### src/rtl/cpu_prog_driver.sv
// Host-side initiator for the 8-bit CPU pin interface: stores a short program,
// replays it onto the CPU pins one word per cycle, and queues STB/RDS results.
module cpu_prog_driver #(
  parameter int PROG_DEPTH = 16,
  parameter int PROG_AW    = 4,
  parameter int RES_DEPTH  = 4,
  parameter int RES_AW     = 2
) (
  input  logic               clk,
  input  logic               rst,
  input  logic               clear,
  input  logic               load_valid,
  input  logic [15:0]        load_data,
  output logic               load_ready,
  input  logic               start,
  output logic               busy,
  output logic               done,
  output logic [PROG_AW:0]   prog_len,
  output logic [7:0]         cpu_ui,
  output logic [7:0]         cpu_uio,
  input  logic [7:0]         cpu_uo,
  output logic               res_valid,
  output logic [7:0]         res_data,
  input  logic               res_ready
);
  localparam int STAGES = 1;
  localparam logic [7:0]          NOP_UI  = 8'h40;
  localparam logic [PROG_AW:0]    LEN_ONE = (PROG_AW+1)'(1);
  localparam logic [PROG_AW-1:0]  PTR_ONE = PROG_AW'(1);
  localparam logic [RES_AW-1:0]   IDX_ONE = RES_AW'(1);
  localparam logic [RES_AW:0]     CNT_ONE = (RES_AW+1)'(1);
  localparam logic [RES_AW+1:0]   RES_LIM = (RES_AW+2)'(RES_DEPTH);

  typedef enum logic [1:0] {IDLE, RUN, DRAIN} state_t;
  state_t state;

  logic [15:0]        prog_mem [PROG_DEPTH];
  logic [PROG_AW-1:0] rd_ptr;
  // Tag pipeline: bit 0 marks a capture word on the pins this cycle, the last
  // bit marks the cycle whose closing edge samples cpu_uo.
  logic [STAGES:0]    vld_pipe;

  logic [7:0]         res_mem [RES_DEPTH];
  logic [RES_AW-1:0]  res_wr, res_rd;
  logic [RES_AW:0]    res_cnt;

  logic [15:0]        cur_word;
  logic               cur_cap, can_issue, is_last, load_acc, push, pop;
  logic [1:0]         inflight;
  logic [RES_AW+1:0]  occupancy;
  logic [PROG_AW:0]   len_after;

  assign load_ready = (state == IDLE) && !prog_len[PROG_AW];
  assign load_acc   = load_valid && load_ready && !clear;
  assign len_after  = load_acc ? prog_len + LEN_ONE : prog_len;

  assign cur_word  = prog_mem[rd_ptr];
  assign cur_cap   = (cur_word[15:13] == 3'b001);
  assign inflight  = {1'b0, vld_pipe[0]} + {1'b0, vld_pipe[1]};
  // Reserve a FIFO slot for every capture still in flight so a push never
  // lands on a full FIFO.
  assign occupancy = {1'b0, res_cnt} + {{RES_AW{1'b0}}, inflight};
  assign can_issue = (state == RUN) && (!cur_cap || (occupancy < RES_LIM));
  assign is_last   = (({1'b0, rd_ptr} + LEN_ONE) == prog_len);

  assign push      = vld_pipe[STAGES];
  assign res_valid = (res_cnt != '0);
  assign pop       = res_ready && res_valid;
  assign res_data  = res_mem[res_rd];

  always_ff @(posedge clk) begin
    if (load_acc) prog_mem[prog_len[PROG_AW-1:0]] <= load_data;
  end

  always_ff @(posedge clk or posedge rst) begin
    if (rst) begin
      state    <= IDLE;
      busy     <= 1'b0;
      done     <= 1'b0;
      prog_len <= '0;
      rd_ptr   <= '0;
      vld_pipe <= '0;
      cpu_ui   <= NOP_UI;
      cpu_uio  <= 8'h00;
    end else begin
      done     <= 1'b0;
      cpu_ui   <= NOP_UI;
      cpu_uio  <= 8'h00;
      vld_pipe <= {vld_pipe[STAGES-1:0], can_issue && cur_cap};
      case (state)
        IDLE: begin
          if (clear) begin
            prog_len <= '0;
          end else begin
            prog_len <= len_after;
            if (start && (len_after != '0)) begin
              state  <= RUN;
              busy   <= 1'b1;
              rd_ptr <= '0;
            end
          end
        end
        RUN: begin
          if (can_issue) begin
            cpu_ui  <= cur_word[15:8];
            cpu_uio <= cur_word[7:0];
            rd_ptr  <= rd_ptr + PTR_ONE;
            if (is_last) state <= DRAIN;
          end
        end
        DRAIN: begin
          if (inflight == 2'd0) begin
            done  <= 1'b1;
            busy  <= 1'b0;
            state <= IDLE;
          end
        end
        default: begin
          state <= IDLE;
          busy  <= 1'b0;
        end
      endcase
    end
  end

  always_ff @(posedge clk or posedge rst) begin
    if (rst) begin
      res_wr  <= '0;
      res_rd  <= '0;
      res_cnt <= '0;
      for (int i = 0; i < RES_DEPTH; i++) res_mem[i] <= 8'h00;
    end else begin
      if (push) begin
        res_mem[res_wr] <= cpu_uo;
        res_wr          <= res_wr + IDX_ONE;
      end
      if (pop) res_rd <= res_rd + IDX_ONE;
      case ({push, pop})
        2'b10:   res_cnt <= res_cnt + CNT_ONE;
        2'b01:   res_cnt <= res_cnt - CNT_ONE;
        default: res_cnt <= res_cnt;
      endcase
    end
  end
endmodule

### config.mk
export PLATFORM = sky130hd
export DESIGN_NAME = cpu_prog_driver
export DESIGN_NICKNAME = d
export VERILOG_FILES = /design/src/rtl/cpu_prog_driver.sv
export SDC_FILE = /design/constraint.sdc
export NUM_CORES = 1
export LEC_CHECK = 0
export ABC_AREA = 0
export BUFFER_PORTS_ARGS = -buffer_cell sky130_fd_sc_hd__buf_2
export CORE_AREA = 8 8 237 239
export DETAILED_ROUTE_END_ITERATION = 10
export DIE_AREA = 0 0 245 247
export SETUP_SLACK_MARGIN = 0.3
export SLEW_MARGIN = 10
export SYNTH_ARGS = -nofsm -noshare
export SYNTH_HDL_FRONTEND = slang
export SYNTH_SLANG_ARGS = --single-unit
### constraint.sdc
create_clock -name clk -period 7.05 [get_ports clk]
set_clock_uncertainty 0.05 [all_clocks]
set_input_delay 0.705 -clock clk [delete_from_list [all_inputs] [get_ports clk]]
set_output_delay 0.705 -clock clk [all_outputs]
set_load 0.005 [all_outputs]
Word level (Yosys, flattened, before mapping) --
Memories as Yosys holds them, arrays and structs flattened. Index checks and enable logic that the tools add are counted.
Storage, ports and cells: word-level logic and storage cells 95, RAM bits 256, output and inout bits 33, register bits 70, memories 1, input bits 30
Memory list:
- prog_mem | words 16, bits a word 16, rd ports 1, clocked after memory_dff 0, wr ports 1, RTL line 37 | logic [15:0] prog_mem [PROG_DEPTH];
Operators by class: reduce and logical (&&, ||, !) cells 21, bitwise gates (word level) 3, multiplexer cells 31, magnitude comparators 4, add/sub/neg operators 9, eq/ne operators 11
Operator list (number):
- $mux W8 | 7
- $bwmux W32 | 1
- $bmux W8 S2 | 1
- $demux W8 S2 | 1
- $mux W4 | 3
- $mux W2 | 5
- $mux W5 | 2
- $logic_and A1 B1 Y1 | 8
- $ne A2 B2 Y1 const B | 4
- $pmux W4 S2 | 1
- $reduce_and A4 Y1 | 2
- $mux W1 | 7
- $ge A3 B3 Y1 const B | 2
- $not A2 Y3 | 2
- $pmux W2 S3 | 1
- $pmux W3 S2 | 1
- $add A4 B1 Y5 const B | 1
- $add A5 B1 Y5 const B | 1
- $eq A5 B5 Y1 | 1
- $reduce_and A5 Y1 | 1
- $reduce_bool A5 Y1 | 1
- $add A2 B1 Y2 const B | 2
- $add A3 B2 Y4 | 1
- $add A4 B1 Y4 const B | 1
- other kinds (16) | 22

Depth between registers and ports, before layout --
Gate-level depths: netlist (run 1).
word-level depth 10, gate-level depth with buffers 9, mapped depth without buffers 8

Worst setup path after synthesis (run 1) --
No wires, ideal clock.
path kind input port to flip-flop, from in clear, to mem prog_mem[3][0], enable pin, arrival time 2.711 ns, buffers on the path 1, library setup time 0.409 ns, setup slack 3.880 ns, stages on the path 5, cells stage by stage nor3b_1 -> and2_1 -> clkbuf_1 -> nand2_1 -> nor3_1
On the way: word-level cells in the longest chain between the ends 4
Ends and longest elaborated chain:
- start: declaration | RTL line 11 | input logic clear,
- $logic_not A1 Y1 | RTL line 54 | assign load_acc = load_valid && load_ready && !clear;
- $logic_and A1 B1 Y1 | RTL line 54
- $mux W1 | RTL line 72 | if (load_acc) prog_mem[prog_len[PROG_AW-1:0]] <= load_data;
- $mux W1 (not written as such) | RTL line 72
- end: declaration | RTL line 37
No other way between the ends.

Worst setup path after layout (run 1) --
from reg rd_ptr[2], to reg rd_ptr[2]
On the way: word-level cells in the longest chain between the ends 7, elaborated cells between the ends (all ways) 10, classes of those cells 1 x add/sub; 2 x eq/ne; 2 x mux; 4 x reduce/logical; 1 x memory
Ends and longest elaborated chain:
- start: declaration | RTL line 38 | logic [PROG_AW-1:0] rd_ptr;
- start signal: assignment | RTL line 107 | rd_ptr <= rd_ptr + PTR_ONE;
- $mem_v2 Z16 W16
- $eq A3 B1 Y1 | RTL line 58 | assign cur_cap = (cur_word[15:13] == 3'b001);
- $logic_not A1 Y1 | RTL line 63 | assign can_issue = (state == RUN) && (!cur_cap || (occupancy < RES_LIM));
- $logic_or A1 B1 Y1 | RTL line 63
- $logic_and A1 B1 Y1 | RTL line 63
- $ne A2 B2 Y1 (no line)
- $reduce_and A4 Y1 (no line)
Parallel ways exist; a longest one is shown, timed or not. The select of a mux whose other input is x is not followed. A chain may end at the register's enable or synchronous reset.

==> impl_metrics.py, run 1 <==
metrics = {
    "clocking": {
        "clock_sinks": 326,
        "cts_max_level": 2,
        "clk_pin_slew_worst_paths_ps": 60,
        "clockBufferDepth": 3,
        "postCtsSetupRepairBufs": 0,
        "cts_tree": "yes",
        "cts_hold_buf": 0,
        "cts_resized": 0,
        "cts-root-buf": "clkbuf_16",
        "cts_made_buffers": 34,
        "clkLatencyLatePin_ps": 530,
    },
    "timing": {
        "slew_headroom": 0.269,
        "rsz0062_at_grt": "false",
        "tns_ps": 0,
        "tightest_slew_ps": 1100,
        "slew_viol_final": 0,
        "fmax_ghz": 0.291,
        "period_needed_ps": 3440,
        "timing.final.crit_share": 0.488,
        "setup_viol": 0,
        "hold_viol_final": 0,
    },
    "yosys": {
        "syn_avg_cell_area_sq_um": 20.2,
        "synth_edf_count": 256,
        "synth.area.top_cells": "edfxtp_1 60%, mux4_2 14%, dfrtp_1 13%, mux2_2 2.9%, ha_1 1.3%",
        "yosysTopAreaCellShare": 0.595,
        "syn_inst": 639,
        "ys.flop_type": "edfxtp_1",
        "yosys_warnings": 0,
        "syn_area_sq_mm": 0.0129,
        "syn_nets": 683,
        "ys_ff_latch": 326,
        "ys_seq_area_frac": 0.731,
        "ys_types": 43,
        "async_flop_share": 0.215,
        "yosysTopAreaCell": "edfxtp_1",
    },
    "critical_path": {
        "critPathCapture": "rd_ptr[2]",
        "startpoint": "rd_ptr[2]",
        "crit_arrival_ps": 3790,
        "r2r-end": "rd_ptr[2]",
        "worstSetupStartpointType": "flip-flop",
        "crit_slowest_cell": "dfrtp_2",
        "critPathMaxStageDelay_ps": 980,
        "critPathMaxFanout": 33,
        "required_ps": 7400,
        "crit_buf_inv": 0,
        "ff2ff_path_depth": 6,
        "path_depth": 6,
        "path_cells": "mux4_1 -> a22oi_1 -> and3_1 -> a41o_1 -> nor3b_1 -> a311o_1",
        "r2r_slack_ps": 3610,
        "critPathTopFamily": "compound AO/OA/AOI/OAI gates",
        "end_kind": "flip-flop",
        "path_class": "flip-flop to flip-flop",
        "rr_startpoint": "rd_ptr[2]",
    },
    "global_routing": {
        "use_met1": 0.131,
        "grt_use_met3": 0.0248,
        "antenna_found_initial": 2,
        "gr-total-overflow": 0,
        "grt.busiest_layer": "met2",
        "grt_pass1_vias": 6623,
        "grt_max_degree": 71,
        "grt_use_total": 0.0936,
        "met2_usage": 0.143,
        "grt_pass1_wl_mm": 43.0,
    },
    "routing": {
        "ant_nets": 0,
        "vias": 6353,
        "drt-wirelength-per-cell_microns": 19.7,
        "wirelength_mm": 28.4,
        "drtIter0Drc": 447,
        "via_per_inst": 4.42,
        "drc": 0,
        "first_pass_iters": 4,
    },
    "die": {
        "fp.coreArea_sq_mm": 0.0522,
        "ios": 63,
        "num_rows": 84,
        "start_util": 0.247,
        "die_h_microns": 247,
        "die_w_microns": 245,
        "die_area_sq_mm": 0.0605,
    },
    "placed_design": {
        "io_buffers": 62,
        "gp_congestion": 0.723,
        "hpwl_mm": 17.0,
        "placed_area_sq_mm": 0.0141,
    },
    "cells_and_area": {
        "multi_input_area_sq_mm": 0.00334,
        "regArea_sq_mm": 0.00945,
        "final_cell_mix": "256 x edfxtp_1, 80 x mux4_2, 66 x dfrtp_1, 62 x buf_2, 34 x clkbuf_16",
        "drive_above_1_share": 0.347,
        "final_common_cell": "edfxtp_1",
        "antenna_cells": 0,
        "fin_area_sq_mm": 0.0152,
        "syn_to_final_growth_pct": 18.0,
        "fillers": 5115,
        "fin_nets": 771,
    },
    "status": {
        "outcome": "finished clean",
    },
    "hold_path": {
        "worstHoldPathType": "flip-flop to flip-flop",
        "min_path_cells": 0,
    },
    "power_and_ir_drop": {
        "ir_worst_vdd_uv": 214,
        "power_density_mw_per_mm2": 376,
        "cellLeakagePower_nw": 5.16,
    },
    "run": {
        "maxCapViolations": 0,
    },
}
synthesized netlist by cell type (2+ instances only):
cell type	n
nand2_1	24
nor2b_1	18
xnor2_1	5
buf_2	8
nor2_1	22
xor2_1	7
mux2_2	33
nand2b_1	3
a22oi_1	3
ha_1	13
inv_1	12
and2_1	2
nor3_1	5
nand3_1	8
dfrtp_1	69
a311o_1	2
and4_1	3
mux4_1	5
buf_1	3
nor3b_1	4
edfxtp_1	256
clkbuf_1	16
mux4_2	80
and3_1	3
o21ai_0	14
a31oi_1	4
worst min-delay path by stage:
stage | start | to | slack (ps)
3_5_place_dp | vld_pipe[0] | vld_pipe[1] | 350
5_1_grt | vld_pipe[0] | vld_pipe[1] | 380
2_1_floorplan | vld_pipe[0] | vld_pipe[1] | 330
6_report | vld_pipe[0] | vld_pipe[1] | 350
3_3_place_gp | vld_pipe[0] | vld_pipe[1] | 350
4_1_cts | vld_pipe[0] | vld_pipe[1] | 360
final cells by class:
class / instances / share of cell area
clock inverter: 11 / 0.0122
inverter: 12 / 0.00304
timing repair buffer: 81 / 0.0297
sequential: 326 / 0.620
multi-input combinational: 272 / 0.219
clock buffer: 47 / 0.0597
tap: 688 / 0.0565
logic make-up after synthesis:
group | share of synthesized area
flops | 0.731
mux | 0.178
simple gates | 0.0389
compound gates | 0.0148
fa+ha+maj | 0.0141
buf+inv | 0.0145
xor+xnor | 0.00814
power breakdown:
| part | total, W | switching [W] | internal [W] |
|---|---|---|---|
| Clock | 0.00179 | 0.000737 | 0.00106 |
| Combinational | 0.00143 | 0.000652 | 0.000780 |
| Sequential | 0.00250 | 0.000215 | 0.00229 |
| Total | 0.00573 | 0.00160 | 0.00413 |
per-stage QoR:
step	setup slack, ps	hold WS (ps)	instances	power [W]	utilization
4_1_cts	3530	360	1437	0.00582	0.292
2_1_floorplan	3880	330	639	0.00357	-
3_5_place_dp	3540	349	1379	0.00400	0.271
6_report	3610	355	1437	0.00573	0.292
5_1_grt	3360	381	1437	0.00604	0.292
3_3_place_gp	3620	346	1379	0.00397	0.271
routing by layer:
metal | vias up | wire length (microns)
li1 | 2747 | -
met1 | 3386 | 13400
met2 | 172 | 12900
met3 | 44 | 1660
met4 | 4 | 407
met5 | - | 27
flip-flops by register name, indices dropped and copies added, names as in the netlist:
| signal | count |
|---|---|
| res_wr | 2 |
| rd_ptr | 4 |
| res_rd | 2 |
| busy | 1 |
| res_cnt | 3 |
| prog_mem | 256 |
| state | 2 |
| vld_pipe | 2 |
| res_mem | 32 |
| prog_len | 5 |
| done | 1 |
| cpu_uio | 8 |
| cpu_ui | 8 |
(Power assumes the default switching activity.)
==> run 2: changes to the inputs <==
- ABC_AREA: 0 -> 1
- CORE_AREA: 8 8 237 239 -> 8 8 241 243
- DIE_AREA: 0 0 245 247 -> 0 0 249 251
- clock period: 7.05 -> 3.6 ns (I/O delays scaled with it)
==> impl_metrics.py, run 2 <==
metrics = {
    "status": {
        "outcome": "finished clean",
    },
    "critical_path": {
        "worstSetupStartpointType": "flip-flop",
        "critPathMaxStageDelay_ps": 880,
        "path_cells": "inv_4 -> buf_4 -> nand2_1 -> a221o_1 -> o211ai_1 -> nand2_1 -> nor2_1",
        "critPathTopFamily": "buffers and inverters",
        "cpMostUsedCell": "nand2_1",
        "path_class": "flip-flop to flip-flop",
        "end_kind": "flip-flop",
        "crit_buf_inv": 2,
        "crit_arrival_ps": 3050,
        "required_ps": 4000,
        "critPathMaxFanout": 98,
        "r2r_slack_ps": 950,
        "crit_slowest_cell": "buf_4",
    },
    "cells_and_area": {
        "final_common_cell": "nand2_1",
        "fin_nets": 1214,
        "largest_reg_flops": 256,
        "final_cell_mix": "259 x nand2_1, 256 x edfxtp_1, 73 x a21oi_1, 68 x dfrtp_1, 62 x buf_2",
        "fin_area_sq_mm": 0.0157,
        "syn_to_final_growth_pct": 16.5,
        "utilization": 0.288,
        "drive_above_1_share": 0.141,
        "fillers": 5453,
    },
    "clocking": {
        "cts_tree": "yes",
        "cts_made_buffers": 34,
        "cts-root-buf": "clkbuf_16",
        "clkLatencyLatePin_ps": 540,
        "clk_pin_slew_worst_paths_ps": 60,
        "clock_sinks": 326,
        "cts_max_level": 2,
        "clockBufferDepth": 3,
    },
    "timing": {
        "fmax_ghz": 0.377,
        "tns_ps": 0,
        "timing.final.crit_share": 0.736,
        "hold_viol_final": 0,
        "rsz0062_at_grt": "false",
        "slew_viol_final": 0,
        "setup_viol": 0,
        "slew_headroom": 0.271,
        "fin_ws_ps": 949,
        "period_needed_ps": 2650,
        "tightest_slew_ps": 1090,
    },
    "routing": {
        "first_pass_iters": 7,
        "wirelength_mm": 34.7,
        "drt-wirelength-per-cell_microns": 18.2,
        "drc": 0,
        "ant_nets": 0,
        "vias": 8872,
        "via_per_inst": 4.67,
        "drtIter0Drc": 912,
    },
    "yosys": {
        "ys_types": 35,
        "synth.area.top_cells": "edfxtp_1 57%, dfrtp_1 13%, nand2_1 7.2%, a21oi_1 2.7%, o21ai_0 2.3%",
        "ys_ff_latch": 326,
        "ys_seq_area_frac": 0.702,
        "syn_inst": 1107,
        "yosysTopAreaCellShare": 0.572,
        "syn_area_sq_mm": 0.0134,
        "syn_nets": 1151,
        "synth_edf_count": 256,
        "syn_avg_cell_area_sq_um": 12.1,
        "synthTopCellsByCount": "259 x nand2_1, 256 x edfxtp_1, 73 x a21oi_1, 73 x nor2_1, 69 x dfrtp_1",
        "yosys_warnings": 0,
        "async_flop_share": 0.215,
        "yosysMostFrequentCell": "nand2_1",
        "yosysTopAreaCell": "edfxtp_1",
        "ys.flop_type": "edfxtp_1",
    },
    "placed_design": {
        "gp_congestion": 0.782,
        "placed_area_sq_mm": 0.0145,
        "hpwl_mm": 19.1,
        "io_buffers": 62,
        "post-place-ws_ps": 984,
    },
    "power_and_ir_drop": {
        "power_density_mw_per_mm2": 744,
        "ir_worst_vdd_uv": 380,
        "power_w": 0.0116,
        "clkPwrFrac": 0.300,
        "p_seq_frac": 0.405,
        "cellLeakagePower_nw": 5.85,
        "switching_power_w": 0.00404,
        "cell_internal_pwr_w": 0.00760,
        "combPwrFrac": 0.295,
        "p_sw_frac": 0.347,
    },
    "global_routing": {
        "grt_pass1_vias": 8429,
        "grt_use_total": 0.107,
        "antenna_found_initial": 5,
        "grt_pass1_wl_mm": 52.3,
        "gr-total-overflow": 0,
        "grt_max_degree": 99,
    },
    "run": {
        "maxCapViolations": 0,
    },
    "die": {
        "fp.coreArea_sq_mm": 0.0543,
        "die_area_sq_mm": 0.0625,
        "die_h_microns": 251,
        "die_w_microns": 249,
        "num_rows": 86,
        "ios": 63,
        "start_util": 0.247,
    },
    "hold_path": {
        "worstHoldPathType": "input pin to flip-flop",
    },
}
-- run 2: cell count changes after synthesis, moves of 22 or more --
cell	previous run	this run
a21oi_1	1	73
nand3_1	8	53
a32o_1	0	24
mux4_2	80	0
inv_1	12	54
mux2_2	33	0
nand2_1	24	259
nor2_1	22	73
o211ai_1	0	26
a221o_1	0	22
o21ai_0	14	61
-- run 2: final timing paths --
kind	start	to	depth (start not counted)
max in group asynchronous	rst	res_mem[28]	4
max	rd_ptr[0]	cpu_uio[1]	7
min	cpu_uo[6]	res_mem[6]	3
max reg2reg	rd_ptr[0]	cpu_uio[1]	7
min reg2reg	vld_pipe[0]	vld_pipe[1]	0
min in group asynchronous	rst	cpu_ui[4]	3
-- run 2: metal layers --
metal | GRT usage | share of wire
met4 | 0.0296 | 0.019
met1 | 0.153 | 0.47
met3 | 0.0304 | 0.077
met5 | 0 | 0.0015
met2 | 0.158 | 0.43
-- run 2: worst reg2reg max path, stage by stage, from the launching register on --
cell	delay, ps
dfrtp_4	500
inv_4	270
buf_4	880
nand2_1	220
a221o_1	410
o211ai_1	90
nand2_1	70
nor2_1	100
-- run 2: stage by stage --
stage / hold WS [ps] / std cells
2_1_floorplan: 330 / 1107
3_3_place_gp: 344 / 1837
3_5_place_dp: 357 / 1837
4_1_cts: 81.9 / 1900
5_1_grt: 104 / 1900
6_report: 104 / 1901
-- run 2: power groups by stage --
| stage | sequential, W | combinational, W | clock (W) |
|---|---|---|---|
| final | 0.00472 | 0.00344 | 0.00349 |
| after global routing | 0.00476 | 0.00384 | 0.00371 |
| after CTS | 0.00472 | 0.00344 | 0.00356 |
| after detailed placement | 0.00479 | 0.00342 | 0 |
| after global placement | 0.00478 | 0.00334 | 0 |
| after floorplan | 0.00465 | 0.00265 | 0 |
-- run 2: final cells by class --
cell class,instances,area [sq um],area share
inverters,59,228,0.0145
diodes,1,2.50,0.000160
multi-input cells,658,3450,0.220
well taps,704,881,0.0563
flip-flops and latches,326,9440,0.603
clock buffers,50,981,0.0627
repair buffers,91,543,0.0347
clock inverters,12,128,0.00815
-- run 2: what timing repair did --
action / in CTS / in global routing
buffers inserted: 0 / 0
setup endpoints to repair: 0 / 0
resized for setup: 0 / 0
hold buffers: 1 / 0
endpoints found under the hold margin: 33 / 0
-- run 2: cells by family after synthesis --
kind of cell | Yosys count | synth area share
adders and majority gates | 14 | 0.0136
xor gates and xnor gates | 13 | 0.00847
AOI/OAI and AO/OA | 230 | 0.109
buffers and inverters | 123 | 0.0444
and+or+nand+nor | 401 | 0.122
DFF | 326 | 0.702
==> run 3: changes to the inputs <==
- clock period: 3.6 -> 2.25 ns (I/O delays scaled with it)
==> impl_metrics.py, run 3 (synthesis results as in run 2) <==
metrics = {
    "die": {
        "fp.coreArea_sq_mm": 0.0543,
        "ios": 63,
        "num_rows": 86,
        "die_area_sq_mm": 0.0625,
        "die_h_microns": 251,
        "start_util": 0.247,
        "die_w_microns": 249,
    },
    "power_and_ir_drop": {
        "combPwrFrac": 0.366,
        "power_density_mw_per_mm2": 1180,
        "cell_internal_pwr_w": 0.0128,
        "p_sw_frac": 0.353,
        "p_seq_frac": 0.382,
        "cellLeakagePower_nw": 6.29,
        "ir_worst_vdd_uv": 713,
        "clkPwrFrac": 0.252,
        "switching_power_w": 0.00697,
    },
    "critical_path": {
        "critPathMaxStageDelay_ps": 510,
        "startpoint": "rd_ptr[0]",
        "path_class": "flip-flop to flip-flop",
        "path_depth": 9,
        "crit_buf_inv": 4,
        "end_kind": "flip-flop",
        "worstSetupStartpointType": "flip-flop",
        "path_cells": "buf_8 -> buf_4 -> buf_6 -> buf_12 -> a21oi_1 -> a221o_1 -> o211ai_1 -> nand2_2 -> nor2_4",
        "critPathMaxFanout": 15,
        "ff2ff_path_depth": 9,
        "rr_startpoint": "rd_ptr[0]",
        "crit_arrival_ps": 2470,
        "critPathTopFamily": "buffers and inverters",
        "required_ps": 2710,
        "crit_slowest_cell": "dfrtp_4",
    },
    "cells_and_area": {
        "final_cell_mix": "256 x edfxtp_1, 249 x nand2_1, 72 x a21oi_1, 64 x dfrtp_1, 62 x buf_2",
        "syn_to_final_growth_pct": 24.9,
        "fin_cells": 1964,
        "drive_above_1_share": 0.213,
        "final_common_cell": "edfxtp_1",
        "antenna_cells": 0,
        "largest_reg_flops": 256,
        "fin_nets": 1281,
    },
    "timing": {
        "timing.final.crit_share": 0.895,
        "slew_headroom": 0.463,
        "holdWs_ps": 70.1,
        "period_needed_ps": 2010,
        "fin_ws_ps": 237,
        "rsz0062_at_grt": "true",
        "setup_viol": 0,
        "tightest_slew_ps": 804,
        "hold_viol_final": 0,
        "tns_ps": 0,
        "fmax_ghz": 0.497,
        "slew_viol_final": 0,
    },
    "hold_path": {
        "min_path_cells": 5,
        "worstHoldPathType": "input pin to flip-flop",
        "min_from": "start",
    },
    "global_routing": {
        "antenna_found_initial": 1,
        "grt_max_degree": 53,
        "gr-total-overflow": 0,
        "grt_use_total": 0.110,
        "grt_pass1_wl_mm": 54.0,
        "grt_pass1_vias": 8826,
    },
    "routing": {
        "first_pass_iters": 7,
        "via_per_inst": 4.65,
        "ant_nets": 0,
        "drt-wirelength-per-cell_microns": 18.6,
        "wirelength_mm": 36.5,
        "vias": 9134,
        "drtIter0Drc": 803,
        "drc": 0,
    },
    "placed_design": {
        "post-place-ws_ps": 164,
        "dpl.cell_count": 1857,
        "io_buffers": 62,
        "gp_congestion": 0.801,
        "hpwl_mm": 20.8,
    },
    "clocking": {
        "cts_max_level": 1,
        "cts_made_buffers": 31,
        "clockBufferDepth": 3,
        "clock_sinks": 326,
        "clk_pin_slew_worst_paths_ps": 60,
        "cts-root-buf": "clkbuf_16",
        "cts_tree": "yes",
        "clkLatencyLatePin_ps": 600,
    },
    "status": {
        "outcome": "finished clean",
    },
    "run": {
        "maxCapViolations": 0,
    },
}
==> run 3: worst register-to-register path: cells and delay by family, from the launching register on <==
family / cells / cell delay (ps)
buffers and inverters: 4 / 620
DFF: 1 / 510
and+or+nand+nor: 2 / 250
AOI/OAI and AO/OA: 3 / 500
==> run 3: cell type report <==
| cell class | count | area (sq um) |
|---|---|---|
| Sequential cell | 326 | 9450 |
| Inverter | 59 | 244 |
| Timing Repair Buffer | 161 | 1540 |
| Clock inverter | 8 | 56.3 |
| Multi-Input combinational cell | 658 | 3720 |
| Fill cell | 5390 | 37600 |
| Clock buffer | 48 | 900 |
| Tap cell | 704 | 881 |
==> run 3: per-stage QoR <==
step,util,power (W),instance area (sq um)
2_1_floorplan,-,0.0117,13500
3_3_place_gp,0.275,0.0134,15000
3_5_place_dp,0.275,0.0135,15000
4_1_cts,0.300,0.0188,16300
5_1_grt,0.309,0.0209,16800
6_report,0.309,0.0198,16800
==> run 3: what timing repair did <==
action / 4_1_cts / 5_1_grt
hold endpoints to repair: 318 / 0
gates cloned: 1 / 5
pin swaps: 1 / 22
gates resized for setup: 14 / 91
setup buffers: 7 / 11
setup endpoints to repair: 39 / 210
hold buffers: 27 / 0
==> run 3: path summary, 6_finish.rpt <==
kind / to / slack (ps)
setup / recovery: cpu_uio[5] / 240
hold / removal: busy / 70
setup reg to reg: cpu_uio[5] / 240
hold reg to reg: vld_pipe[1] / 360
max in group asynchronous: res_rd[1] / 1120
min in group asynchronous: res_mem[31] / 300
==> run 3: power groups by stage <==
stage,Combinational (W),Sequential (W),Clock (W)
after floorplan,0.00427,0.00745,0
after global placement,0.00582,0.00757,0
after detailed placement,0.00595,0.00759,0
after CTS,0.00626,0.00749,0.00508
after global routing,0.00793,0.00761,0.00532
final,0.00723,0.00755,0.00499
==> run 3: layer usage <==
| layer | vias up | global-route usage | wire [microns] |
|---|---|---|---|
| met5 | - | 0 | 12 |
| met4 | 2 | 0.0291 | 857 |
| met3 | 60 | 0.0230 | 2590 |
| met2 | 325 | 0.170 | 16300 |
| met1 | 4529 | 0.155 | 16800 |
| li1 | 4218 | - | - |
